### config.mk
export PLATFORM = sky130hd
export DESIGN_NAME = mu0_cpu
export DESIGN_NICKNAME = d
export VERILOG_FILES = /design/src/rtl/mu0_cpu.sv
export SDC_FILE = /design/constraint.sdc
export NUM_CORES = 1
export LEC_CHECK = 0
export ABC_CLOCK_PERIOD_IN_PS = 4400
export BUFFER_PORTS_ARGS = -buffer_cell sky130_fd_sc_hd__buf_2
export CORE_UTILIZATION = 50
export DETAILED_ROUTE_END_ITERATION = 10
export PLACE_DENSITY = 0.71
export SLEW_MARGIN = 20
export SYNTH_ARGS = -nofsm -noshare
export SYNTH_HDL_FRONTEND = slang
export SYNTH_SLANG_ARGS = --single-unit
### constraint.sdc
create_clock -name Clk -period 4.4 [get_ports Clk]
set_input_delay 0.88 -clock Clk [delete_from_list [all_inputs] [get_ports Clk]]
set_output_delay 0.88 -clock Clk [all_outputs]
set_load 0.005 [all_outputs]
### src/rtl/mu0_cpu.sv
// -----------------------------------------------------------------------------
// mu0_cpu
//
// Minimal MU0 accumulator processor. Each instruction takes two cycles: a
// FETCH cycle that reads the instruction word at PC, then an EXEC cycle that
// either accesses memory at the operand address or updates PC. An STP
// instruction parks the core in HALT until the next reset.
//
// Instruction word: [15:12] opcode, [11:0] operand address S.
//   0 LDA  ACC <= mem[S]          4 JMP  PC <= S
//   1 STA  mem[S] <= ACC          5 JGE  PC <= S if ACC >= 0 (signed)
//   2 ADD  ACC <= ACC + mem[S]    6 JNE  PC <= S if ACC != 0
//   3 SUB  ACC <= ACC - mem[S]    7 STP  halt
//   8-F    no operation
//
// Parameters
//   RESET_PC  program counter value loaded while Reset is low
//
// Ports
//   Clk     in   1   clock, all state updates on the rising edge
//   Reset   in   1   synchronous active-low reset
//   Din     in  16   read data for the word at Addr (asynchronous-read memory)
//   Wr      out  1   write strobe; memory stores Dout at Addr on the edge
//   Addr    out 12   memory word address
//   Dout    out 16   write data, always the accumulator
//   Halted  out  1   high once STP has executed
// -----------------------------------------------------------------------------
module mu0_cpu #(
  parameter logic [11:0] RESET_PC = 12'h000
) (
  input  logic        Clk,
  input  logic        Reset,
  input  logic [15:0] Din,
  output logic        Wr,
  output logic [11:0] Addr,
  output logic [15:0] Dout,
  output logic        Halted
);

  typedef enum logic [1:0] {
    FETCH = 2'd0,
    EXEC  = 2'd1,
    HALT  = 2'd2
  } state_t;

  typedef enum logic [3:0] {
    OP_LDA = 4'h0,
    OP_STA = 4'h1,
    OP_ADD = 4'h2,
    OP_SUB = 4'h3,
    OP_JMP = 4'h4,
    OP_JGE = 4'h5,
    OP_JNE = 4'h6,
    OP_STP = 4'h7
  } op_t;

  state_t      state;
  logic [15:0] acc;
  logic [11:0] pc;
  logic [15:0] ir;

  op_t         opcode;
  logic [11:0] operand;
  logic        mem_op;

  assign opcode  = op_t'(ir[15:12]);
  assign operand = ir[11:0];
  // Opcodes 0-3 are the only ones that use the operand as a data address.
  assign mem_op  = (ir[15:14] == 2'b00);

  // ---------------------------------------------------------------------------
  // Memory interface
  // ---------------------------------------------------------------------------

  // NOTE: every output of a combinational block gets a default before the
  // case so that no path leaves it unassigned and no latch is inferred.
  always_comb begin
    Addr = pc;
    if (state == EXEC && mem_op) begin
      Addr = operand;
    end
  end

  // Gating with Reset aborts a store that is in its EXEC cycle when reset
  // arrives, so memory is never written on a reset edge.
  assign Wr     = Reset && (state == EXEC) && (opcode == OP_STA);
  assign Dout   = acc;
  assign Halted = (state == HALT);

  // ---------------------------------------------------------------------------
  // Processor state
  // ---------------------------------------------------------------------------

  // NOTE: sequential state uses non-blocking assignments so every register
  // samples the pre-edge values; the branch tests below therefore see ACC as
  // it was at the start of the EXEC cycle.
  always_ff @(posedge Clk) begin
    // NOTE: reset is synchronous and checked first, so it overrides every
    // state, including HALT, which can only be left this way.
    if (!Reset) begin
      state <= FETCH;
      pc    <= RESET_PC;
      acc   <= '0;
      ir    <= '0;
    end else begin
      case (state)
        FETCH: begin
          ir    <= Din;
          pc    <= pc + 12'd1;   // wraps FFF -> 000
          state <= EXEC;
        end

        EXEC: begin
          state <= FETCH;
          case (opcode)
            OP_LDA: acc <= Din;
            OP_STA: ;            // the write itself is the Wr strobe
            OP_ADD: acc <= acc + Din;
            OP_SUB: acc <= acc - Din;
            OP_JMP: pc  <= operand;
            OP_JGE: if (!acc[15])     pc <= operand;
            OP_JNE: if (acc != 16'h0) pc <= operand;
            OP_STP: state <= HALT;
            default: ;           // 8-F: no operation
          endcase
        end

        HALT: ;                  // everything frozen until reset

        default: state <= FETCH;
      endcase
    end
  end

endmodule

==> flow_summary_export.csv <==
group,metric,value,unit
sta,tightest_slew,920,ps
logic_synthesis,synth_fp_nets,479,
routing,ant_nets,0,
critical_path,cp_data_required_time,4600,ps
critical_path,arrival,3550,ps
clock_network,numCtsBuffers,5,
finish,fin_area,3740,um^2
placement,post_dp_cell_area,3630,um^2
global_route,track_usage,25.5,%
critical_path,crit_family,"simple AND/OR/NAND/NOR gates",
flow_run,cap_violations,0,
power,peakVddDrop,0.186,mV
run_status,status,"finished with violations",
clock_network,clockBufferDepth,2,
power,powerDensity,308,nW/um^2
sta,finalCritPeriodShare,76.2,%
sta,setup_viol,0,
sta,fmax,298,MHz
power,totalPowerFinal,1.15,mW
sta,min_period,3350,ps
sta,slew_viol_final,0,
finish,multi_input_area,2320,um^2
critical_path,crit_slowest_cell,"nor4_4",
global_route,grt_max_degree,38,
sta,hold_viol,0,
logic_synthesis,syn_area,3350,um^2
critical_path,critPathKind,"in2reg",
logic_synthesis,synthFlopType,"dfxtp_1",
routing,via_count,3376,
sta,tns,0,ps
floorplanning,die_h,83.9,um
logic_synthesis,synth_edf_count,0,
finish,areaGrowthSynthToFinish,11.7,%
global_route,grt_pass1_wl,14600,um
placement,placedCellCount,550,
finish,fillCellCount,623,
min_path,hold_class,"reg2reg",
finish,drive_above_1_share,18.9,%
floorplanning,die_width,83.9,um
logic_synthesis,synth_area_per_cell,7.57,um^2
routing,wirelength,8850,um
global_route,grt_pass1_vias,3053,
floorplanning,core.rowCount,29,
sta,finalClockSkew,5.79,ps
clock_network,hold_buffers,0,
routing,firstDrtPassIters,8,
logic_synthesis,synth_fa_ha_area_share,6.94,%
clock_network,clock_sinks,46,
finish,stdcell_count,558,
logic_synthesis,synthArstFlopShare,0,%
clock_network,cts-root-buf,"clkbuf_8",
clock_network,cts.clk_slew.worst_paths,90,ps
finish,diodes,0,
critical_path,cpMostUsedCell,"and2_4",
logic_synthesis,synthSimpleGateAreaFrac,27.0,%
routing,initialDrtViolationCount,201,
global_route,gr-total-overflow,0,
sta,maxSlewHeadroom,38.4,%
floorplanning,die-area,7040,um^2
critical_path,end_kind,"register",
finish,nets,516,
clock_network,cts_tree,"yes",
finish,final-seq-area,921,um^2
floorplanning,start_util,52.2,%
routing,drc_errors,6,
finish,fin_util,58.3,%
logic_synthesis,synthMuxAreaShare,4.93,%
clock_network,clk_latency,310,ps
logic_synthesis,seq_area_frac_synth,27.5,%
logic_synthesis,synth.distinct_cells,59,
run_status,violations,"DRC",
clock_network,cts.htree.levels,2,
clock_network,cts_setup_buffers,0,
critical_path,start_kind,"input port",
logic_synthesis,synth_top_family_by_area,"simple AND/OR/NAND/NOR gates",
sta,rsz0062_at_grt,"no",
routing,avgViaCountPerCell,6.05,
critical_path,worstPathBufferInverterCount,1,
logic_synthesis,synth_xor_area_share,6.01,%
clock_network,postCtsResizedCells,0,
placement,place_congestion,0.922,
floorplanning,core_area,6420,um^2
logic_synthesis,synthCells,443,
logic_synthesis,synth-compound-area-share,24.3,%
placement,io_buffers,47,
critical_path,crit_chain,"buf_2, nor4_4, nand2_1, o41ai_1, xor2_1, ha_1, and2_4, and3_4, and2_4, a2111oi_4, mux2i_1, nor3_1",
logic_synthesis,ys_ff_latch,46,
power,static-leakage-power,1.57,nW
placement,dp_hpwl,6410,um
logic_synthesis,ys_warn_count,0,
global_route,antenna_found_initial,0,
critical_path,crit_fanout,8,
floorplanning,ioPinCount,48,
routing,wl_per_cell,15.9,um
critical_path,slowest_delay,400,ps
worst min-delay path, cell delays in order (launching register included):
cell and delay [ps]:
dfxtp_1 330, nand2_1 50, a21oi_1 50
metrics by stage:
stage	hold WS, ps	setup WS, ps
final	474	1050
after global routing	500	834
after CTS	476	1050
after detailed placement	463	736
after global placement	461	773
after floorplan	446	952
worst paths after layout:
kind / slack (ps) / from / endpoint / cells after the start
max reg2reg: 1150 / ir[13] / Dout[12] / 10
max: 1050 / Din[2] / Dout[13] / 12
min reg2reg: 470 / ir[0] / ir[0] / 2
min: 470 / ir[0] / ir[0] / 2
kinds of logic after synthesis:
| kind of cell | after synthesis |
|---|---|
| xor+xnor | 23 |
| fa+ha+maj | 18 |
| simple gates | 183 |
| mux | 15 |
| buf+inv | 28 |
| flops | 46 |
| compound gates | 130 |
layer usage:
layer  global-route usage, %  part of all wire [%]  vias to the layer above
met5                       0                     0                        -
met4                    9.40                   1.7                        0
met3                    3.86                   5.3                       14
met2                    40.4                    46                      102
met1                    34.9                    47                     1584
li1                        -                     -                     1676
layout by cell type (no fill, tap or decap), types with 3 or more instances in the layout:
master    synthesis  routed
nand2_1          62      62
or2_2             5       5
mux2_2           12      12
dfxtp_1          46      46
and3_1            7       7
nand3_1          12      12
xor2_1            7       7
a22oi_1           3       3
ha_1             17      17
o31ai_1           3       3
and2_1            4       4
nand2b_1          6       6
a211oi_1          5       5
clkbuf_8          0       5
nor2_1           43      43
nor2b_1           5       5
xnor2_1          16      16
buf_2             8      47
nor3_1           14      14
inv_1             6       6
o21ai_0          25      25
o211ai_1          8       8
nand4_1           3       3
mux2i_1           3       3
a21oi_1          54      54
buf_4             0       4
o21ai_1           3       3
o21a_1            4       4
nor4_1            8       8
synth_stat cells (7+ instances only):
cell type / instances / area [um^2]
o21ai_0: 25 / 125
clkbuf_1: 12 / 45.0
nand3_1: 12 / 60.1
nor2_1: 43 / 161
a21oi_1: 54 / 270
o211ai_1: 8 / 60.1
nor3_1: 14 / 70.1
mux2_2: 12 / 135
xnor2_1: 16 / 140
nand2_1: 62 / 233
buf_2: 8 / 40.0
and3_1: 7 / 43.8
dfxtp_1: 46 / 921
xor2_1: 7 / 61.3
ha_1: 17 / 213
nor4_1: 8 / 50.1
power by group:
group	switching (mW)	internal, mW	total, mW
registers	0.0347	0.445	0.479
clock network	0.163	0.171	0.334
logic	0.195	0.144	0.339
total	0.393	0.759	1.15
registers in the layout (all words and copies together) (netlist names):
signal,count
Dout,16
ir,16
pc,12
state,2
final cells by class:
| cell class | instances | area share, % |
|---|---|---|
| Tap cell | 77 | 2.57 |
| Sequential cell | 46 | 24.6 |
| Timing Repair Buffer | 51 | 7.08 |
| Inverter | 7 | 0.702 |
| Clock inverter | 3 | 1.17 |
| Multi-Input combinational cell | 369 | 62.0 |
| Clock buffer | 5 | 1.84 |
Note: power is estimated with default switching activity, not from simulation.
